### config.mk
export PLATFORM = sky130hd
export DESIGN_NAME = reg_writeback
export DESIGN_NICKNAME = d
export VERILOG_FILES = /design/src/rtl/reg_writeback_pkg.sv /design/src/rtl/wb_load_fifo.sv /design/src/rtl/reg_writeback.sv
export SDC_FILE = /design/constraint.sdc
export NUM_CORES = 1
export LEC_CHECK = 0
export BUFFER_PORTS_ARGS = -buffer_cell sky130_fd_sc_hd__buf_4
export CORE_UTILIZATION = 30
export DETAILED_ROUTE_END_ITERATION = 16
export GPL_TIMING_DRIVEN = 0
export SYNTH_ARGS = -nofsm -noshare
export SYNTH_HDL_FRONTEND = slang
export SYNTH_SLANG_ARGS = --single-unit
### constraint.sdc
create_clock -name clk -period 14 [get_ports clk]
set_input_delay 2.8 -clock clk [delete_from_list [all_inputs] [get_ports clk]]
set_output_delay 2.8 -clock clk [all_outputs]
set_load 0.01 [all_outputs]
### src/rtl/reg_writeback_pkg.sv
// Shared types and load-extraction helper for the RV32I writeback stage.
// The load funct3 codes match the LB/LH/LW/LBU/LHU encodings used by the decoder.
package reg_writeback_pkg;

  localparam int XLEN = 32;
  localparam int RD_W = 5;

  localparam logic [2:0] F3_LB  = 3'd0;
  localparam logic [2:0] F3_LH  = 3'd1;
  localparam logic [2:0] F3_LW  = 3'd2;
  localparam logic [2:0] F3_LBU = 3'd4;
  localparam logic [2:0] F3_LHU = 3'd5;

  // One queued load: 37 bits of {rd, data}.
  typedef struct packed {
    logic [RD_W-1:0] rd;
    logic [XLEN-1:0] data;
  } wb_entry_t;

  typedef struct packed {
    logic            err;
    logic [XLEN-1:0] data;
  } ld_ext_t;

  function automatic ld_ext_t load_extract(input logic [2:0]      funct3,
                                           input logic [1:0]      addr_lo,
                                           input logic [XLEN-1:0] word);
    logic [7:0]  byte_v;
    logic [15:0] half_v;
    ld_ext_t     r;
    byte_v = word[{addr_lo, 3'b000} +: 8];
    half_v = addr_lo[1] ? word[31:16] : word[15:0];
    r.err  = 1'b0;
    case (funct3)
      F3_LB:   r.data = {{24{byte_v[7]}}, byte_v};
      F3_LH:   r.data = {{16{half_v[15]}}, half_v};
      F3_LW:   r.data = word;
      F3_LBU:  r.data = {24'h0, byte_v};
      F3_LHU:  r.data = {16'h0, half_v};
      default: begin
        r.data = '0;
        r.err  = 1'b1;
      end
    endcase
    return r;
  endfunction

endpackage

### src/rtl/wb_load_fifo.sv
// 2-deep load queue; slot0 is always the head. Exposes per-entry rd/valid
// so the writeback stage can block ALU results that would overtake a load.
module wb_load_fifo
  import reg_writeback_pkg::*;
(
  input  logic                 clk,
  input  logic                 rst_n,
  input  logic                 push,
  input  wb_entry_t            push_entry,
  input  logic                 pop,
  output wb_entry_t            head,
  output logic                 full,
  output logic                 empty,
  output logic [1:0]           ent_valid,
  output logic [1:0][RD_W-1:0] ent_rd
);

  wb_entry_t  slot0_d, slot0_q;
  wb_entry_t  slot1_d, slot1_q;
  logic [1:0] count_d, count_q;
  logic       do_push, do_pop;

  always_comb begin
    slot0_d = slot0_q;
    slot1_d = slot1_q;
    count_d = count_q;
    do_pop  = pop && (count_q != 2'd0);
    // A push into a full queue is only taken if the head leaves this cycle.
    do_push = push && ((count_q != 2'd2) || do_pop);
    case ({do_push, do_pop})
      2'b10: begin
        if (count_q == 2'd0) slot0_d = push_entry;
        else                 slot1_d = push_entry;
        count_d = count_q + 2'd1;
      end
      2'b01: begin
        slot0_d = slot1_q;
        count_d = count_q - 2'd1;
      end
      2'b11: begin
        if (count_q == 2'd1) begin
          slot0_d = push_entry;
        end else begin
          slot0_d = slot1_q;
          slot1_d = push_entry;
        end
      end
      default: ;
    endcase
  end

  always_ff @(posedge clk or negedge rst_n) begin
    if (!rst_n) count_q <= 2'd0;
    else        count_q <= count_d;
  end

  always_ff @(posedge clk) begin
    slot0_q <= slot0_d;
    slot1_q <= slot1_d;
  end

  assign head      = slot0_q;
  assign full      = (count_q == 2'd2);
  assign empty     = (count_q == 2'd0);
  assign ent_valid = {count_q == 2'd2, count_q != 2'd0};
  assign ent_rd    = {slot1_q.rd, slot0_q.rd};

endmodule

### src/rtl/reg_writeback.sv
// RV32I writeback: extracts load data, queues loads, and arbitrates ALU
// results and queued loads onto the single register-file write port.
module reg_writeback
  import reg_writeback_pkg::*;
(
  input  logic            clk,
  input  logic            rst_n,
  input  logic            alu_valid,
  output logic            alu_ready,
  input  logic [RD_W-1:0] alu_rd,
  input  logic [XLEN-1:0] alu_data,
  input  logic            ld_valid,
  output logic            ld_ready,
  input  logic [RD_W-1:0] ld_rd,
  input  logic [2:0]      ld_funct3,
  input  logic [1:0]      ld_addr_lo,
  input  logic [XLEN-1:0] ld_word,
  output logic            write,
  output logic [RD_W-1:0] write_addr,
  output logic [XLEN-1:0] write_data,
  output logic            ld_err,
  output logic            busy
);

  logic                 fifo_full, fifo_empty;
  logic [1:0]           ent_valid;
  logic [1:0][RD_W-1:0] ent_rd;
  wb_entry_t            head, push_entry;
  ld_ext_t              ext;
  logic                 hazard, alu_acc, ld_acc, push, pop;

  logic                 write_d, write_q;
  logic [RD_W-1:0]      write_addr_d, write_addr_q;
  logic [XLEN-1:0]      write_data_d, write_data_q;
  logic                 ld_err_d, ld_err_q;

  // An ALU result may not overtake an older queued load to the same register.
  always_comb begin
    hazard = 1'b0;
    for (int i = 0; i < 2; i++) begin
      if (ent_valid[i] && (ent_rd[i] == alu_rd)) hazard = 1'b1;
    end
    if (alu_rd == '0) hazard = 1'b0;
  end

  assign alu_ready = !fifo_full && !hazard;
  assign ld_ready  = !fifo_full;
  assign alu_acc   = alu_valid && alu_ready;
  assign ld_acc    = ld_valid && ld_ready;
  assign ext       = load_extract(ld_funct3, ld_addr_lo, ld_word);
  assign push      = ld_acc && (ld_rd != '0);
  assign pop       = !fifo_empty && !alu_acc;

  always_comb begin
    push_entry      = '0;
    push_entry.rd   = ld_rd;
    push_entry.data = ext.data;
  end

  wb_load_fifo u_fifo (
    .clk        (clk),
    .rst_n      (rst_n),
    .push       (push),
    .push_entry (push_entry),
    .pop        (pop),
    .head       (head),
    .full       (fifo_full),
    .empty      (fifo_empty),
    .ent_valid  (ent_valid),
    .ent_rd     (ent_rd)
  );

  // An accepted ALU result owns the port even when its rd is x0.
  always_comb begin
    write_d      = 1'b0;
    write_addr_d = write_addr_q;
    write_data_d = write_data_q;
    if (alu_acc) begin
      if (alu_rd != '0) begin
        write_d      = 1'b1;
        write_addr_d = alu_rd;
        write_data_d = alu_data;
      end
    end else if (pop) begin
      write_d      = 1'b1;
      write_addr_d = head.rd;
      write_data_d = head.data;
    end
    ld_err_d = ld_acc && ext.err;
  end

  always_ff @(posedge clk or negedge rst_n) begin
    if (!rst_n) begin
      write_q      <= 1'b0;
      write_addr_q <= '0;
      write_data_q <= '0;
      ld_err_q     <= 1'b0;
    end else begin
      write_q      <= write_d;
      write_addr_q <= write_addr_d;
      write_data_q <= write_data_d;
      ld_err_q     <= ld_err_d;
    end
  end

  assign write      = write_q;
  assign write_addr = write_addr_q;
  assign write_data = write_data_q;
  assign ld_err     = ld_err_q;
  assign busy       = !fifo_empty;

endmodule

* After elaboration in Yosys (flattened, before gate mapping) *
Cells that the tools add are included.
W data, S select, Z words.

word-level totals
  input bits = 83
  register bits after elaboration = 115

cells by class
  multiplexer cells = 22
  add/sub/neg operators = 2
  reductions and logical operators = 29
  shift-type cells = 1
  equal/unequal tests = 16

operator list
  kind                  count
  $pmux W32 S5          1
  $mux W37              4
  $pmux W37 S3          1
  $mux W32              3
  $pmux W37 S2          1
  $shiftx A32 B6 Y8     1
  $mux W16              1
  $mux W5               3
  $eq A5 B5 Y1          2
  $logic_and A1 B1 Y1   10
  $reduce_bool A5 Y1    2
  $ne A2 B2 Y1 const B  4
  $reduce_bool A2 Y1    4
  $mux W1               7
  $eq A2 B2 Y1 const B  3
  $eq A3 B3 Y1 const B  2
  $logic_not A5 Y1      1
  $reduce_or A5 Y1      1
  $eq A2 B1 Y1 const B  2
  $logic_not A1 Y1      4
  $pmux W2 S2           1
  $reduce_and A2 Y1     2
  $eq A3 B1 Y1 const B  1
  $eq A3 B2 Y1 const B  1
  other kinds (8)       8

* Logic depth before layout (Yosys ltp) *
  depth after elaboration = 16
  mapped depth = 15
  depth with buffers taken out = 10

* By module *
A second synthesis with hierarchy kept.

second synthesis, totals
  cells, all modules = 416
  area, all modules = 5,586.6 µm²

modules (own cells, without submodules)
  module         seq. area each (µm²)  instances  area an instance (µm²)  cells each
  wb_load_fifo   2,272.2               1          3,104.2                 146
  reg_writeback  975.9                 1          2,482.4                 270

* Least setup slack after synthesis *
OpenSTA, ideal clock, no wires.

  path kind = in2reg
  start point = in alu_rd[0]
  end point = reg u_fifo.slot1_q (netlist bit u_fifo.ent_rd[5]) (enable)
  buffers on the path = 2
  data arrival time = 7.163 ns
  data required time = 13.512 ns
  setup time = 0.488 ns
  cell stages on the path = 10
  slack = 6.349 ns
  path through = nor4_1 o21ai_1 a31o_2 buf_2 clkbuf_1 nand2_1 inv_1 ha_1 and2_1 a211oi_1

on the way
  longest elaborated chain between the ends = 16
  elaborated cells on any way between the ends = 22
  those cells by class = 6 x eq/ne; 3 x mux; 13 x reduce/logical

ends and longest elaborated chain
  what                                                                        RTL line             text
  from (decl)                                                                 reg_writeback.sv:10  input logic [RD_W-1:0] alu_rd,
  $eq A5 B5 Y1                                                                reg_writeback.sv:41  if (ent_valid[i] && (ent_rd[i] == alu_rd)) hazard = 1'b1;
  $logic_and A1 B1 Y1                                                         reg_writeback.sv:41
  $mux W1 (2 in series)                                                       reg_writeback.sv:41
  $mux W1 (*)                                                                 reg_writeback.sv:43  if (alu_rd == '0) hazard = 1'b0;
  $logic_not A1 Y1 (*)                                                        reg_writeback.sv:46  assign alu_ready = !fifo_full && !hazard;
  $logic_and A1 B1 Y1 (*)                                                     reg_writeback.sv:46
  $logic_and A1 B1 Y1 (*)                                                     reg_writeback.sv:48  assign alu_acc = alu_valid && alu_ready;
  $logic_not A1 Y1 (*)                                                        reg_writeback.sv:52  assign pop = !fifo_empty && !alu_acc;
  $logic_and A1 B1 Y1 (*)                                                     reg_writeback.sv:52
  $logic_and A1 B1 Y1 (*)                                                     wb_load_fifo.sv:27   do_pop = pop && (count_q != 2'd0);
  $logic_or A1 B1 Y1                                                          wb_load_fifo.sv:29   do_push = push && ((count_q != 2'd2) || do_pop);
  $logic_and A1 B1 Y1                                                         wb_load_fifo.sv:29
  $eq A2 B2 Y1                                                                wb_load_fifo.sv:30   case ({do_push, do_pop})
  $ne A2 B2 Y1 (no source line) / $reduce_bool A2 Y1 (equally long branches)  n/a
  $reduce_and A3 Y1 (no source line) (*)                                      n/a
  to (signal assigned)                                                        wb_load_fifo.sv:59   slot1_q <= slot1_d;
  to (decl)                                                                   wb_load_fifo.sv:19   wb_entry_t slot1_d, slot1_q;

Mark *: on every way between the ends. The rest lies on a longest branch, timed or not.
A chain may end at the register's enable or synchronous reset.

* Worst setup path after layout *
  start point = in alu_rd[0]
  end point = out alu_ready

on the way
  longest elaborated chain between the ends = 7
  elaborated cells on any way between the ends = 10
  those cells by class = 2 x eq/ne; 3 x mux; 5 x reduce/logical

ends and longest elaborated chain
  what                     RTL line             text
  $eq A5 B5 Y1             reg_writeback.sv:41
  $logic_and A1 B1 Y1      reg_writeback.sv:41
  $mux W1 (2 in series)    reg_writeback.sv:41
  $mux W1 (*)              reg_writeback.sv:43
  $logic_not A1 Y1 (*)     reg_writeback.sv:46
  $logic_and A1 B1 Y1 (*)  reg_writeback.sv:46
  to (decl)                reg_writeback.sv:9   output logic alu_ready,

Marked as above.

==> results.md <==
* Status: finished clean
* Most frequent CP cell: buf_4
* Achievable frequency at 0.150 GHz
* Overall power at 1.64 mW
* Synth cell count leaders: 83 x a21oi_1, 74 x edfxtp_1, 60 x nand2_1
* Die Y at 136 µm
* Io pins at 125
* Gr ovfl total at 0
* Seq pwr share at 0.383
* Worst setup SP type: input port
* Largest net degree at the start of global routing at 42
* Setup Crit Path Kind: input port to output pin
* Logic gate share of total power at 0.357
* P_sw at 559 µW
* Worst r2r path cells at 13
* Mapped Area at 5360 µm²
* Final Cell Area at 7220 µm²
* CTS sink cnt at between 100 and 150
* DR vias/cell at around 4.9
* Worst VDD drop at 0.0000870 V
* Worst Setup End Kind: output pin
* Placed cell area at ~6600 µm²
* Total die area at 18400 µm²
* Fin crit share at 0.476
* Root Buffer: clkbuf_16
* DRT Wirelength at 14100 µm
* Placed cell count at 816
* Internal power at between 1 and 1.5 mW
* Setup TNS at 0 ns
* Number of synthesized flops with an enable pin at 74
* First-pass GRT wire length at about 22000 µm
* CTS clock-pin slew for the worst setup and hold paths at roughly 0.050 ns
* Post-synth top area cell: edfxtp_1
* Count of pins over their slew limit at 0
* Worst Hold Class: flop to flop
* Worst-Margin Slew at 0.977 ns
* Synth Area per Inst at 11.5 µm²
* FP Rows at 48
* Post-CTS Setup Bufs at 0
* Critical path's top delay family: simple AND/OR/NAND/NOR gates
* Most used DFF post-synth: edfxtp_1
* WP buf/inv at 2
* Die span in x at 136 µm
* Fill cells at ~1700
* Switch share at 0.340
* Ys Warns at 0
* Antenna cells at 0
* Starting density of the core at 0.309
* Final Critical Period at 6.67 ns
* CP Depth at 5
* Final-report hold violation count at 0
* Vias in the first global route at ~4200
* Final setup vio count at 0
* Drc violations at 0
* Max cap viols at 0
* Flops & latches, synth at 115
* Data required, critical path at about 11 ns
* Worst hold margin at 0.502 ns
* Top post-synthesis cells by area: edfxtp_1 41%, dfrtp_1 19%, a21oi_1 7.7%
* P_leak at 3.05 nW
* Worst path slowest cell: nor4_1
* Clk pwr share at 0.260
* RD Place Congestion at 0.899
* CP max FO at 3
* Worst skew pair latency at 0.41 ns
* Crit path largest cell delay at 0.39 ns
* Rel. slew slack at 0.347
* RSZ-0062 raised after global routing: false
* # nets final at 699
* Core area at 17400 µm²
* Cts bufs inserted at 17
* Drt first-iter violations at 291
* Routed Antenna Nets at 0
* Wire per inst at 16.6 µm
* Area Growth Syn to Fin at 34.8%
* Post_cts resized at 0
* Clock Skews at 0.0129 ns
* CP arrival at between 3 and 4 ns
* CP Cell Sequence: buf_4, nor4_1, o21ai_1, a31oi_1, buf_4
* TritonCTS clock tree: yes
* Hold Path Stages at 1
* Drt first pass iters at 4
* Via count of the routed design at 4170
* Synth unique cells at 42
* Layout cells sized above 1 at 0.307
* Clk buf depth at 2
* Post-route insts no fill at 848
* Global Route Usage Sum at 0.158
* Cts hold-fix bufs at 0
* Yosys top cell area share at 0.415
* Htree depth at 4
* Syn nets at 554
* Top-count cell post-synth: a21oi_1
* Pwr Density at 228 nW/µm²
* Syn Inst Count at 465
* Port Buffers at 124
* Dpl hpwl at about 11000 µm
* Register area share after synthesis at 0.606
* Initial antenna violation count at 0
* Asr flop ratio synth at 0.357
[path summary, 6_finish.rpt]
kind	start	to	slack [ns]
max	alu_rd[0]	alu_ready	7.33
min	u_fifo.count_q[0]$_DFFE_PN0P_	u_fifo.count_q[0]$_DFFE_PN0P_	0.50
max reg2reg	u_fifo.count_q[0]$_DFFE_PN0P_	u_fifo.slot1_q[12]$_DFFE_PP_	10.09
min reg2reg	u_fifo.count_q[0]$_DFFE_PN0P_	u_fifo.count_q[0]$_DFFE_PN0P_	0.50
max in group asynchronous	rst_n	write_data[13]$_DFFE_PN0P_	11.23
min in group asynchronous	rst_n	u_fifo.count_q[1]$_DFFE_PN0P_	2.37
[sequential cells by signal, indices dropped and copies added, names as in the netlist]
name,cells
u_fifo.slot1_q,32
write,1
u_fifo.ent_rd,10
u_fifo.head,32
write_data,32
write_addr,5
u_fifo.count_q,2
ld_err,1
[per-layer routing]
metal,track usage,up-vias,part of all wire
li1,-,2022,-
met1,0.213,2003,0.47
met2,0.250,137,0.47
met3,0.0355,8,0.058
met4,0.0531,0,0.0070
met5,0,-,0
[final cells by class]
cell class | instances | area, µm² | share of cell area
Timing Repair Buffer | 126 | 966 | 0.134
Clock buffer | 17 | 425 | 0.0589
Clock inverter | 15 | 168 | 0.0232
Tap cell | 225 | 282 | 0.0390
Sequential cell | 115 | 3250 | 0.450
Inverter | 10 | 37.5 | 0.00520
Buffer | 30 | 178 | 0.0246
Multi-Input combinational cell | 310 | 1920 | 0.266
[cell families after synthesis]
logic type      after synthesis  share of synthesized area
simple gates                131                      0.110
flops                       115                      0.606
fa+ha+maj                     6                     0.0140
mux                          11                     0.0217
buf+inv                      40                     0.0402
compound gates              156                      0.198
xor+xnor                      6                    0.00980
[power by group through the flow]
stage	clock [mW]	combinational (mW)	sequential [mW]
6_report	0.428	0.587	0.629
4_1_cts	0.437	0.596	0.630
5_1_grt	0.452	0.646	0.647
2_1_floorplan	0	0.325	0.657
3_5_place_dp	0	0.595	0.636
3_3_place_gp	0	0.556	0.644
[metrics by stage]
step	utilization	setup WS (ns)
after global routing	0.416	7.24
final	0.416	7.33
after global placement	0.379	4.94
after CTS	0.416	7.32
after floorplan	-	6.35
after detailed placement	0.382	7.32
[worst register-to-register path: cells and delay by family, from the launching register on]
family | cells | cell delay, ns
buf+inv | 7 | 1.46
compound gates | 2 | 1.07
fa+ha+maj | 2 | 0.34
simple gates | 2 | 0.35
flops | 1 | 0.40
[layout by cell type, fill, tap and decap left out, drive strengths merged, types with 2 or more instances in the layout]
| cell | netlist | final |
|---|---|---|
| mux2i | 6 | 6 |
| nor4 | 2 | 2 |
| xor2 | 4 | 4 |
| nand2 | 60 | 60 |
| and3 | 5 | 5 |
| nor2b | 10 | 10 |
| a22o | 37 | 37 |
| or2 | 2 | 2 |
| clkbuf | 13 | 30 |
| o221a | 2 | 2 |
| clkinv | 0 | 4 |
| mux2 | 5 | 5 |
| inv | 10 | 17 |
| a21oi | 83 | 83 |
| a31oi | 2 | 2 |
| ha | 6 | 6 |
| edfxtp | 74 | 74 |
| xnor2 | 2 | 2 |
| buf | 17 | 143 |
| and2 | 4 | 4 |
| bufinv | 0 | 2 |
| nand2b | 3 | 3 |
| dfrtp | 41 | 41 |
| nor2 | 42 | 42 |
| clkinvlp | 0 | 2 |
| a221o | 17 | 17 |
| o21ai | 7 | 7 |
Power figures use the tool's default switching activity.
